===== src/rtl/pipe_skid_reg_pkg.sv =====
// Shared definitions for the skid-buffered pipeline register: state encoding
// and the state-to-occupancy decode.
package pipe_skid_reg_pkg;

  localparam int OCC_W = 2;

  typedef enum logic [1:0] {
    ST_EMPTY = 2'd0,
    ST_BUSY  = 2'd1,
    ST_FULL  = 2'd2
  } skid_state_e;

  // The unreachable encoding reports zero words, matching its recovery target.
  function automatic logic [OCC_W-1:0] occupancy_of(input skid_state_e st);
    case (st)
      ST_BUSY: occupancy_of = 2'd1;
      ST_FULL: occupancy_of = 2'd2;
      default: occupancy_of = 2'd0;
    endcase
  endfunction

endpackage


===== src/rtl/pipe_skid_reg_register.sv =====
// Enabled N-bit register with asynchronous active-low reset to a fixed value.
module Register #(
  parameter int                 WIDTH       = 32,
  parameter logic [WIDTH-1:0]   RESET_VALUE = '0
) (
  input  logic             clk,
  input  logic             reset,
  input  logic             en,
  input  logic [WIDTH-1:0] d,
  output logic [WIDTH-1:0] q
);

  logic [WIDTH-1:0] data_q;

  always_ff @(posedge clk or negedge reset) begin
    if (!reset) begin
      data_q <= RESET_VALUE;
    end else if (en) begin
      data_q <= d;
    end
  end

  assign q = data_q;

endmodule


===== src/rtl/pipe_skid_reg.sv =====
// Two-entry skid register: main register feeds the consumer, skid register
// catches the word accepted while the consumer stalls.
module pipe_skid_reg
  import pipe_skid_reg_pkg::*;
#(
  parameter int                     WORD_LENGTH = 32,
  parameter logic [WORD_LENGTH-1:0] RESET_VALUE = '0
) (
  input  logic                   clk,
  input  logic                   reset,
  input  logic                   flush,
  input  logic                   in_valid,
  output logic                   in_ready,
  input  logic [WORD_LENGTH-1:0] in_data,
  output logic                   out_valid,
  input  logic                   out_ready,
  output logic [WORD_LENGTH-1:0] out_data,
  output logic [OCC_W-1:0]       occupancy
);

  // Handshake: a word moves on a rising edge where valid and ready are both
  // high; ready/valid here are decoded from registered state only.
  skid_state_e state_q, state_d;

  logic                   in_xfer, out_xfer;
  logic                   main_en, skid_en, main_from_skid;
  logic [WORD_LENGTH-1:0] main_d, skid_q;

  assign in_ready  = (state_q != ST_FULL);
  assign out_valid = (state_q != ST_EMPTY);
  assign occupancy = occupancy_of(state_q);

  assign in_xfer  = in_valid && in_ready;
  assign out_xfer = out_valid && out_ready;

  always_ff @(posedge clk or negedge reset) begin
    if (!reset) begin
      state_q <= ST_EMPTY;
    end else begin
      state_q <= state_d;
    end
  end

  always_comb begin
    state_d        = state_q;
    main_en        = 1'b0;
    skid_en        = 1'b0;
    main_from_skid = 1'b0;
    if (flush) begin
      // Data registers keep their contents; only the word count is dropped.
      state_d = ST_EMPTY;
    end else begin
      case (state_q)
        ST_EMPTY: begin
          if (in_xfer) begin
            main_en = 1'b1;
            state_d = ST_BUSY;
          end
        end
        ST_BUSY: begin
          if (in_xfer && out_xfer) begin
            main_en = 1'b1;
          end else if (in_xfer) begin
            skid_en = 1'b1;
            state_d = ST_FULL;
          end else if (out_xfer) begin
            state_d = ST_EMPTY;
          end
        end
        ST_FULL: begin
          if (out_xfer) begin
            main_en        = 1'b1;
            main_from_skid = 1'b1;
            state_d        = ST_BUSY;
          end
        end
        default: state_d = ST_EMPTY;
      endcase
    end
  end

  assign main_d = main_from_skid ? skid_q : in_data;

  Register #(
    .WIDTH       (WORD_LENGTH),
    .RESET_VALUE (RESET_VALUE)
  ) u_main (
    .clk   (clk),
    .reset (reset),
    .en    (main_en),
    .d     (main_d),
    .q     (out_data)
  );

  Register #(
    .WIDTH       (WORD_LENGTH),
    .RESET_VALUE (RESET_VALUE)
  ) u_skid (
    .clk   (clk),
    .reset (reset),
    .en    (skid_en),
    .d     (in_data),
    .q     (skid_q)
  );

endmodule


===== config.mk =====
export PLATFORM = sky130hd
export DESIGN_NAME = pipe_skid_reg
export DESIGN_NICKNAME = d
export VERILOG_FILES = /design/src/rtl/pipe_skid_reg_pkg.sv /design/src/rtl/pipe_skid_reg_register.sv /design/src/rtl/pipe_skid_reg.sv
export SDC_FILE = /design/constraint.sdc
export NUM_CORES = 1
export LEC_CHECK = 0
export ABC_AREA = 1
export CORE_UTILIZATION = 60
export DETAILED_ROUTE_END_ITERATION = 10
export DONT_BUFFER_PORTS = 1
export PLACE_DENSITY = 0.76
export SLEW_MARGIN = 40
export SYNTH_ARGS = -nofsm -noshare
export SYNTH_HDL_FRONTEND = slang
export SYNTH_HIERARCHICAL = 1
export SYNTH_SLANG_ARGS = --single-unit

===== constraint.sdc =====
create_clock -name clk -period 2.1 [get_ports clk]
set_input_delay 0.63 -clock clk [delete_from_list [all_inputs] [get_ports clk]]
set_output_delay 0.63 -clock clk [all_outputs]
set_load 0.05 [all_outputs]

Yosys cells after proc, flatten, opt, wreduce, memory -nomap -nowiden
Cells that the tools add are included.

storage, ports and cells
  flip-flop bits (word level) = 66
  input port bits = 37
  logic and storage cells = 35
  output and inout port bits = 36

cells by class
  mux-type cells = 19
  eq/ne operators = 7
  reduce and logical (&&, ||, !) cells = 6

operators with widths
  kind                                           count
  2-to-1 mux 32 bit                              1
  2-to-1 mux 2 bit                               6
  2-to-1 mux 1 bit                               9
  != test 3 bit, second input constant           3
  one-hot mux 2 bit (3 select lines)             1
  != test 4 bit, second input constant           1
  one-hot mux 2 bit (2 select lines)             1
  AND reduction 4 bit                            1
  logical AND 1 bit                              3
  one-hot mux 1 bit (3 select lines)             1
  == test 2 x 1 -> 1 bit, second input constant  1
  == test 2 bit, second input constant           1
  zero test 2 bit                                1
  != test 2 bit, second input constant           1
  nonzero test 2 bit                             1

Depth between registers and ports, before layout
Gate-level depths: netlist of run 1.

  word-level depth = 7
  mapped depth = 8
  depth with buffers taken out = 7

Cells and area by module
The synthesis of run 1 kept the hierarchy.

modules (own cells, without submodules)
  module         instances  area each (um^2)  cells each  seq. area each (um^2)
  Register       2          1,292.5           136         800.8
  pipe_skid_reg  1          780.7             133         50.0

Least setup slack after synthesis of run 1
OpenSTA, ideal clock, no wires.

  path type = flip-flop to output port
  start = register state_q[0]
  end = output occupancy[0]
  arrival time = 1.170 ns
  required time = 1.470 ns
  path buffers = 0
  path slack = 0.300 ns
  stages on the path, launching flop included = 3
  cells stage by stage = dfrtp_1 -> inv_1 -> nor2_1

on the way
  longest elaborated chain between the ends = 2
  elaborated cells between the ends (all ways) = 3
  classes of those cells = eq/ne (2); mux (1)

RTL lines
  what                                                            line                     source
  start: declaration                                              pipe_skid_reg.sv:23      skid_state_e state_q, state_d;
  start signal: assignment                                        pipe_skid_reg.sv:40      state_q <= state_d;
  == test 2 bit / == test 2 x 1 -> 1 bit (equally long branches)  pipe_skid_reg_pkg.sv:15  case (st)
  one-hot mux 2 bit (2 select lines) *                            pipe_skid_reg_pkg.sv:15
  end: declaration                                                pipe_skid_reg.sv:18      output logic [OCC_W-1:0] occupancy

Every way passes the cells marked *; elsewhere a longest branch is shown, timed or not.

Worst setup path after layout of run 1
  start = register state_q[0]
  end = output in_ready

on the way
  longest elaborated chain between the ends = 1

RTL lines
  what              line                 source
  != test 2 bit     pipe_skid_reg.sv:29  assign in_ready = (state_q != ST_FULL);
  end: declaration  pipe_skid_reg.sv:13  output logic in_ready,

No other way between the ends.

==> results of run 1 <==
worst register-to-register path, stage by stage (launching register included):
cell and delay, ns:
dfrtp_1 0.43, nor2_1 0.24, nand2_1 0.10, a22oi_2 0.21, buf_12 0.23, inv_8 0.13
nand2_1 0.09, nand2_1 0.06
worst max-delay path by stage:
stage	to	slack (ns)	startpoint
6_report	in_ready	0.23	state_q[0]$_DFFE_PN0P_
5_1_grt	occupancy[0]	0.14	state_q[0]$_DFFE_PN0P_
4_1_cts	in_ready	0.21	state_q[0]$_DFFE_PN0P_
3_5_place_dp	u_main/q[25]$_DFFE_PN0P_	0.34	flush
3_3_place_gp	u_main/q[21]$_DFFE_PN0P_	0.41	flush
2_1_floorplan	occupancy[0]	0.30	state_q[0]$_DFFE_PN0P_
repair_timing:
action | 4_1_cts | 5_1_grt
endpoints found under the hold margin | 66 | 66
setup endpoints to repair | 0 | 0
gates resized for setup | 0 | 0
setup buffers | 0 | 0
layout by cell type (no fill, tap or decap), drive strengths merged:
| cell | count |
|---|---|
| inv | 41 |
| nand4 | 1 |
| nand2 | 232 |
| clkinv | 1 |
| a22oi | 1 |
| clkbuf | 13 |
| dfrtp | 66 |
| nand3 | 5 |
| o21ai | 33 |
| bufinv | 1 |
| buf | 7 |
| nor2 | 6 |
cell families (layout without fill, tap and decap cells):
group,Yosys count,in the layout,synth area share
simple gates,244,244,0.296
buf+inv,61,63,0.127
flops,66,66,0.491
compound gates,34,34,0.0870
flip-flops by register name, summed over array words and instances (netlist names):
signal    count
u_skid/q     32
state_q       2
u_main/q     32
power by group through the flow:
stage,Clock (mW),Combinational (mW),Sequential (mW)
after CTS,1.13,0.670,2.40
after global routing,1.18,0.783,2.45
after detailed placement,0,0.670,2.42
after floorplan,0,0.610,2.36
after global placement,0,0.640,2.41
final,1.11,0.660,2.39
stage by stage:
| stage | cell area (um2) | setup slack [ns] | hold WS [ns] | std cells | utilization |
|---|---|---|---|---|---|
| final | 3490 | 0.227 | -0.0223 | 477 | 0.666 |
| after floorplan | 3370 | 0.300 | 0.334 | 405 | - |
| after global routing | 3490 | 0.143 | -0.0456 | 477 | 0.666 |
| after CTS | 3490 | 0.209 | -0.0361 | 477 | 0.666 |
| after detailed placement | 3290 | 0.341 | 0.336 | 462 | 0.627 |
| after global placement | 3290 | 0.409 | 0.336 | 462 | 0.627 |
final cells by class:
class / count / share of cell area
inverters: 41 / 0.0484
clock buffers: 13 / 0.0484
flip-flops and latches: 66 / 0.473
clock inverters: 2 / 0.0100
multi-input cells: 278 / 0.373
well taps: 70 / 0.0251
repair buffers: 7 / 0.0222
layer usage:
layer | vias to the layer above | wire, um | track usage
li1 | 1199 | - | -
met1 | 1068 | 2680 | 0.274
met2 | 54 | 2810 | 0.366
met3 | 7 | 421 | 0.0821
met4 | 0 | 77 | 0.0981
met5 | - | 0 | 0
==> run_results.csv, run 1 <==
group,metric,value,unit
run_status,status,"finished, violations left",
run_status,violations,"negative hold slack",
timing,period_share,0.892,
yosys,async_reset_ff_frac,1.00,
final_layout,n_antenna_cell,0,
yosys,synthTopCellsByCount,"nand2_1, dfrtp_1, inv_1, o21ai_2, nand2_2",
grt,grt_max_degree,67,
route,avgViaCountPerCell,4.88,
yosys,synth_most_common_cell,"nand2_1",
route,vias,2328,
route,wl,5990,um
timing,fin_crit,1.87,ns
critical_path,crit_path_end_kind,"output port",
route,antenna_left,0,
critical_path,cp_num_buf_inv,1,
grt,grt_pass1_wl,10400,um
grt,track_usage,0.227,
floorplanning,die_x,76.9,um
floorplanning,start_util,0.643,
yosys,synth_seq_cells,66,
power_and_ir_drop,peakVddDrop,0.000697,V
yosys,synthFlopType,"dfrtp_1",
cts,cts_buffer_depth,2,
final_layout,nFillCells,438,
critical_path,path_class,"flop to output port",
timing,skew,0.00960,ns
cts,clock_latency,0.34,ns
yosys,yosysWarningCount,6,
critical_path,cp.depth,2,
timing,timing.hold.ws,-0.0223,ns
final_layout,seqCellArea,0.00165,mm2
critical_path,cp_max_fo,7,
yosys,synth_fp_nets,442,
place,place_congestion,0.757,
yosys,synth_area_leaders,"dfrtp_1, nand2_1, o21ai_2",
power_and_ir_drop,total_power,4.16,mW
final_layout,drive_above_1_share,0.197,
place,portBuffers,0,
route,routedWlPerCell,12.5,um
power_and_ir_drop,power_frac_comb,0.159,
timing,setup_viol,0,
cts,cts_sinks,66,
critical_path,r2r_cells,7,
route,route.detailed.drc,0,
timing,fmax,534,MHz
power_and_ir_drop,pwr_density_cell,1190,mW/mm2
final_layout,areaGrowthSynthToFinish,3.68,%
cts,cts-root-buf,"clkbuf_8",
yosys,yosys.area.top_type_share,0.491,
floorplanning,core-area,0.00524,mm2
critical_path,r2r-end,"u_main/q[12]$_DFFE_PN0P_",
final_layout,multi_input_area,0.00130,mm2
grt,antenna_found_initial,0,
timing,finalMaxSlewViolations,0,
critical_path,critPathMaxStageDelay,0.49,ns
power_and_ir_drop,p_switching,1.64,mW
grt,grt_overflow,0,
power_and_ir_drop,pwr-share-clk,0.266,
floorplanning,die_height,76.9,um
cts,cts_tree,"yes",
yosys,synth_cell_types,17,
timing,rsz0062_at_grt,"false",
critical_path,arrival,1.24,ns
grt,grt_pass1_vias,2272,
timing,slew_headroom,0.651,
power_and_ir_drop,switching_share,0.394,
yosys,synth_top_area_cell,"dfrtp_1",
timing,setup_tns,0,ns
hold_path,hold_path.class,"input port to asynchronous set/reset pin",
yosys,syn_inst,405,
yosys,synth-edff-count,0,
critical_path,cp_top_family,"flip-flops",
timing,hold_viol,66,
power_and_ir_drop,leakage,1.92,nW
timing,worst_pin_slew,0.524,ns
cts,numCtsBuffers,9,
critical_path,r2r_slack,0.51,ns
route,drtPass1Iterations,4,
critical_path,start_kind,"flop",
floorplanning,std_cell_rows,26,
critical_path,r2r_start,"state_q[1]$_DFFE_PN0P_",
floorplanning,num_io_pins,73,
final_layout,fin_nets,440,
floorplanning,dieArea,0.00591,mm2
route,drtIter0Drc,213,
power_and_ir_drop,intPower,2.52,mW
flow_run,max-cap-violations,0,
cts,clk_pin_slew,0.07,ns
yosys,postSynthAreaPerCell,8.31,um2
yosys,syn_area,0.00337,mm2
power_and_ir_drop,seq_power_share,0.575,
critical_path,cp_slowest_cell,"dfrtp_1",
critical_path,crit_chain,"nor2_4 > inv_1",
critical_path,cp_data_required_time,1.47,ns
yosys,yosysSeqAreaShare,0.491,
cts,htreeDepth,3,
place,hpwl,3790,um
(Power assumes the default switching activity.)
==> run 2, diff against run 1 <==
Settings changed: BUFFER_PORTS_ARGS from default to -buffer_cell sky130_fd_sc_hd__buf_4, CAP_MARGIN from default to 20, CORE_UTILIZATION 60 to 40, DONT_BUFFER_PORTS 1 to default, PLACE_DENSITY 0.76 to default.
==> run 2 against run 1 <==
  * Die area grew 49%
  * The flow now finishes without violations
  * Sequential power shrank 22%
  * Sequential share of layout area shrank 7.3 points
  * Critical path depth grew 1
  * Hold slack gained 0.23 ns
  * Critical endpoint unchanged
==> run_results.csv, run 2 (synthesized netlist as in run 1, its figures left out) <==
group,metric,value,unit
route,routedWlPerCell,11.8,um
critical_path,cp_data_required_time,1.47,ns
route,drtIter0Drc,90,
power_and_ir_drop,leakage,2.29,nW
timing,rsz0062_at_grt,"false",
grt,grt_pass1_wl,12100,um
cts,clk_pin_slew,0.08,ns
cts,ctsResizeCount,0,
cts,numCtsBuffers,9,
timing,finalMaxSlewViolations,0,
place,portBuffers,72,
route,antenna_left,0,
final_layout,final_cell_mix,"nand2_1, buf_4, dfrtp_1",
critical_path,arrival,1.25,ns
cts,postCtsSetupBuffers,0,
grt,grt_overflow,0,
timing,fmax,531,MHz
timing,slew_headroom,0.726,
final_layout,areaGrowthSynthToFinish,22.7,%
final_layout,n_antenna_cell,0,
power_and_ir_drop,peakVddDrop,0.000516,V
route,drtPass1Iterations,4,
floorplanning,die_height,93.7,um
place,place_congestion,0.745,
final_layout,drive_above_1_share,0.322,
route,vias,2668,
floorplanning,std_cell_rows,33,
floorplanning,dieArea,0.00879,mm2
route,route.detailed.drc,0,
grt,grt_pass1_vias,2626,
route,wl,6890,um
grt,track_usage,0.182,
critical_path,start_kind,"flop",
cts,cts-root-buf,"clkbuf_8",
power_and_ir_drop,pwr_density_cell,1140,mW/mm2
grt,grt_max_degree,65,
route,avgViaCountPerCell,4.55,
timing,skew,0.0110,ns
place,hpwl,4660,um
final_layout,fin_nets,513,
timing,worst_pin_slew,0.410,ns
floorplanning,core-area,0.00818,mm2
floorplanning,num_io_pins,73,
floorplanning,die_x,93.7,um
grt,antenna_found_initial,0,
timing,setup_tns,0,ns
run_status,status,"completed",
final_layout,final_common_cell,"nand2_1",
timing,fin_crit,1.88,ns
timing,hold_viol,0,
timing,setup_viol,0,
hold_path,hold_path.class,"input port to asynchronous set/reset pin",
cts,cts_sinks,66,
critical_path,path_class,"flop to output port",
critical_path,cp_max_fo,7,
cts,holdBufCountCts,0,
cts,cts_tree,"yes",
cts,htreeDepth,3,
power_and_ir_drop,total_power,4.71,mW
cts,cts_buffer_depth,2,
flow_run,max-cap-violations,0,
cts,clock_latency,0.35,ns
floorplanning,start_util,0.412,
critical_path,crit_path_end_kind,"output port",
timing,period_share,0.896,
-- run 2: changes by cell type in the layout (fill, tap and decap cells not counted) --
| cell | previous run | this run |
|---|---|---|
| clkbuf_1 | 1 | 0 |
| clkbuf_8 | 12 | 10 |
| buf_4 | 5 | 78 |
| bufinv_16 | 1 | 3 |
| clkinv_4 | 0 | 1 |
| clkinvlp_4 | 0 | 2 |
| clkinv_2 | 1 | 0 |
-- run 2: worst paths after layout --
kind / startpoint / slack, ns / to / cells after the start
max: state_q[0]$_DFFE_PN0P_ / 0.22 / in_ready / 3
min: reset / 0.20 / u_main/q[18]$_DFFE_PN0P_ / 1
max reg2reg: state_q[1]$_DFFE_PN0P_ / 0.47 / u_skid/q[9]$_DFFE_PN0P_ / 6
min reg2reg: u_skid/q[31]$_DFFE_PN0P_ / 0.47 / u_skid/q[31]$_DFFE_PN0P_ / 2
max in group asynchronous: reset / 1.33 / u_main/q[29]$_DFFE_PN0P_ / 2
min in group clk: u_skid/q[31]$_DFFE_PN0P_ / 0.47 / u_skid/q[31]$_DFFE_PN0P_ / 2
-- run 2: critical path: stages, from the launching register on --
cell     delay (ns)
dfrtp_1        0.47
nor2_4         0.20
inv_1          0.06
buf_4          0.18
-- run 2: area by class of cell --
cell class / instances / area (um2)
Clock inverter: 6 / 114
Sequential cell: 66 / 1650
Multi-Input combinational cell: 278 / 1300
Clock buffer: 10 / 138
Timing Repair Buffer: 80 / 626
Tap cell: 105 / 131
Inverter: 41 / 169
Fill cell: 828 / 4050
-- run 2: power by group --
part / total (mW) / internal (mW) / switching (mW)
clock network: 1.33 / 0.823 / 0.510
logic: 1.51 / 0.481 / 1.03
registers: 1.86 / 1.64 / 0.221
-- run 2: per-stage QoR --
stage | util | std cells | hold WS, ns | setup WS (ns) | cell area (um2)
after floorplan | - | 405 | 0.334 | 0.300 | 3370
after global placement | 0.474 | 570 | 0.454 | 0.244 | 3880
after detailed placement | 0.474 | 570 | 0.459 | 0.188 | 3880
after CTS | 0.505 | 586 | 0.207 | 0.193 | 4130
after global routing | 0.505 | 586 | 0.214 | 0.152 | 4130
final | 0.505 | 586 | 0.205 | 0.218 | 4130
-- run 2: metal layers --
metal / routed length, um / GRT usage / part of all wire
met3: 326 / 0.0332 / 0.047
met5: 0 / 0 / 0
met2: 3360 / 0.299 / 0.49
met1: 3080 / 0.231 / 0.45
met4: 131 / 0.0872 / 0.019
==> run 3, diff against run 2 <==
Settings changed: SETUP_SLACK_MARGIN from default to 0.5.
==> run 3 against run 2 <==
  * Via count grew 2.1%
  * Sequential power is essentially flat
  * Design area grew 8.8%
  * Sequential cell count is the same
  * Fmax grew 7.9%
  * Largest cell class unchanged
==> run_results.csv, run 3 (synthesized netlist as in run 1, its figures left out) <==
group,metric,value,unit
final_layout,final_cell_mix,"nand2_1, buf_4, dfrtp_1",
place,place_congestion,0.693,
route,avgViaCountPerCell,4.48,
timing,worst_pin_slew,0.355,ns
critical_path,crit_chain,"nor2_2 > inv_1 > buf_6",
power_and_ir_drop,leakage,2.45,nW
timing,timing.hold.ws,0.300,ns
power_and_ir_drop,pwr_density_cell,991,mW/mm2
critical_path,cp_data_required_time,1.47,ns
floorplanning,die_height,93.7,um
critical_path,crit_path_end_kind,"output port",
route,wl,7870,um
timing,period_share,0.831,
route,antenna_left,0,
route,route.detailed.drc,0,
cts,holdBufCountCts,0,
critical_path,r2r_start,"state_q[1]$_DFFE_PN0P_",
timing,rsz0062_at_grt,"true",
hold_path,hold_path.class,"input port to asynchronous set/reset pin",
grt,grt_pass1_vias,2530,
place,placed_cell_area,0.00388,mm2
final_layout,final_core_util,0.549,
critical_path,cp_slowest_cell,"dfrtp_2",
grt,antenna_found_initial,0,
critical_path,path_class,"flop to output port",
final_layout,drive_above_1_share,0.362,
timing,slew_headroom,0.763,
critical_path,cp-endpoint,"out_valid",
cts,htreeDepth,3,
timing,setup_viol,0,
place,hpwl,4390,um
final_layout,fin_nets,535,
timing,finalMaxSlewViolations,0,
timing,fin_crit,1.74,ns
route,drtIter0Drc,191,
grt,grt_pass1_wl,12000,um
critical_path,critPathMaxStageDelay,0.44,ns
floorplanning,num_io_pins,73,
critical_path,cp-startpoint,"state_q[1]$_DFFE_PN0P_",
power_and_ir_drop,total_power,4.45,mW
route,wl_met1,3640,um
cts,cts_buffer_depth,2,
route,drtPass1Iterations,6,
place,portBuffers,72,
final_layout,final_common_cell,"nand2_1",
floorplanning,dieArea,0.00879,mm2
timing,setup_tns,0,ns
cts,numCtsBuffers,9,
route,met3_wirelength,232,um
timing,hold_viol,0,
route,highest_layer,"met4",
critical_path,r2r_slack,0.36,ns
timing,fmax,573,MHz
run_status,status,"completed",
critical_path,r2r_cells,10,
route,wl_met2,3930,um
critical_path,start_kind,"flop",
final_layout,n_antenna_cell,0,
grt,track_usage,0.177,
grt,grt_max_degree,67,
critical_path,cp_max_fo,4,
flow_run,max-cap-violations,0,
timing,skew,0.00828,ns
cts,clk_pin_slew,0.07,ns
floorplanning,die_x,93.7,um
power_and_ir_drop,peakVddDrop,0.000466,V
floorplanning,std_cell_rows,33,
cts,clock_latency,0.33,ns
cts,cts_sinks,66,
route,vias,2723,
floorplanning,core-area,0.00818,mm2
critical_path,r2r-end,"u_main/q[20]$_DFFE_PN0P_",
route,routedWlPerCell,13.0,um
cts,cts-root-buf,"clkbuf_8",
final_layout,areaGrowthSynthToFinish,33.4,%
floorplanning,start_util,0.412,
cts,cts_tree,"yes",
critical_path,arrival,1.11,ns
final_layout,stdcell_area,0.00449,mm2
grt,grt_overflow,0,
[run 3: worst min-delay path by stage]
stage / startpoint / to / slack (ns) / cells after the start
global route: reset / u_main/q[15]$_DFFE_PN0P_ / 0.31 / 2
global placement: u_skid/q[11]$_DFFE_PN0P_ / u_skid/q[11]$_DFFE_PN0P_ / 0.45 / 2
CTS: reset / u_main/q[15]$_DFFE_PN0P_ / 0.30 / 2
floorplan: reset / state_q[0]$_DFFE_PN0P_ / 0.33 / 0
finish: reset / u_main/q[15]$_DFFE_PN0P_ / 0.30 / 2
detailed placement: u_skid/q[28]$_DFFE_PN0P_ / u_skid/q[28]$_DFFE_PN0P_ / 0.46 / 2
[run 3: area by class of cell]
cell class / count / area [um2]
fill: 783 / 3680
timing repair inverter: 1 / 16.3
sequential: 66 / 1650
tap: 105 / 131
clock inverter: 3 / 15.0
inverter: 41 / 183
clock buffer: 13 / 149
timing repair buffer: 101 / 1020
multi-input combinational: 278 / 1320
[run 3: repair_timing]
item,CTS,global route
pin swaps,4,5
endpoints found under the setup margin,6,71
cloned,1,7
gates resized for setup,7,22
setup buffers,8,9
[run 3: power breakdown]
part	internal [mW]	switching (mW)
sequential	1.64	0.231
combinational	0.584	1.08
clock	0.457	0.461
[run 3: critical path: cells and delay by family, from the launching register on]
family	cells	cell delay (ns)
simple gates	1	0.12
flops	1	0.44
buf+inv	2	0.22
[run 3: per-stage QoR]
step | setup WS, ns | std cells
floorplan | 0.354 | 405
global placement | 0.263 | 567
detailed placement | 0.225 | 567
CTS | 0.353 | 592
global route | 0.301 | 608
finish | 0.355 | 608
[run 3: metal layers]
metal | global-route usage | up-vias
met1 | 0.220 | 1266
li1 | - | 1403
met2 | 0.308 | 48
met3 | 0.0307 | 6
met5 | 0 | -
met4 | 0.0615 | 0
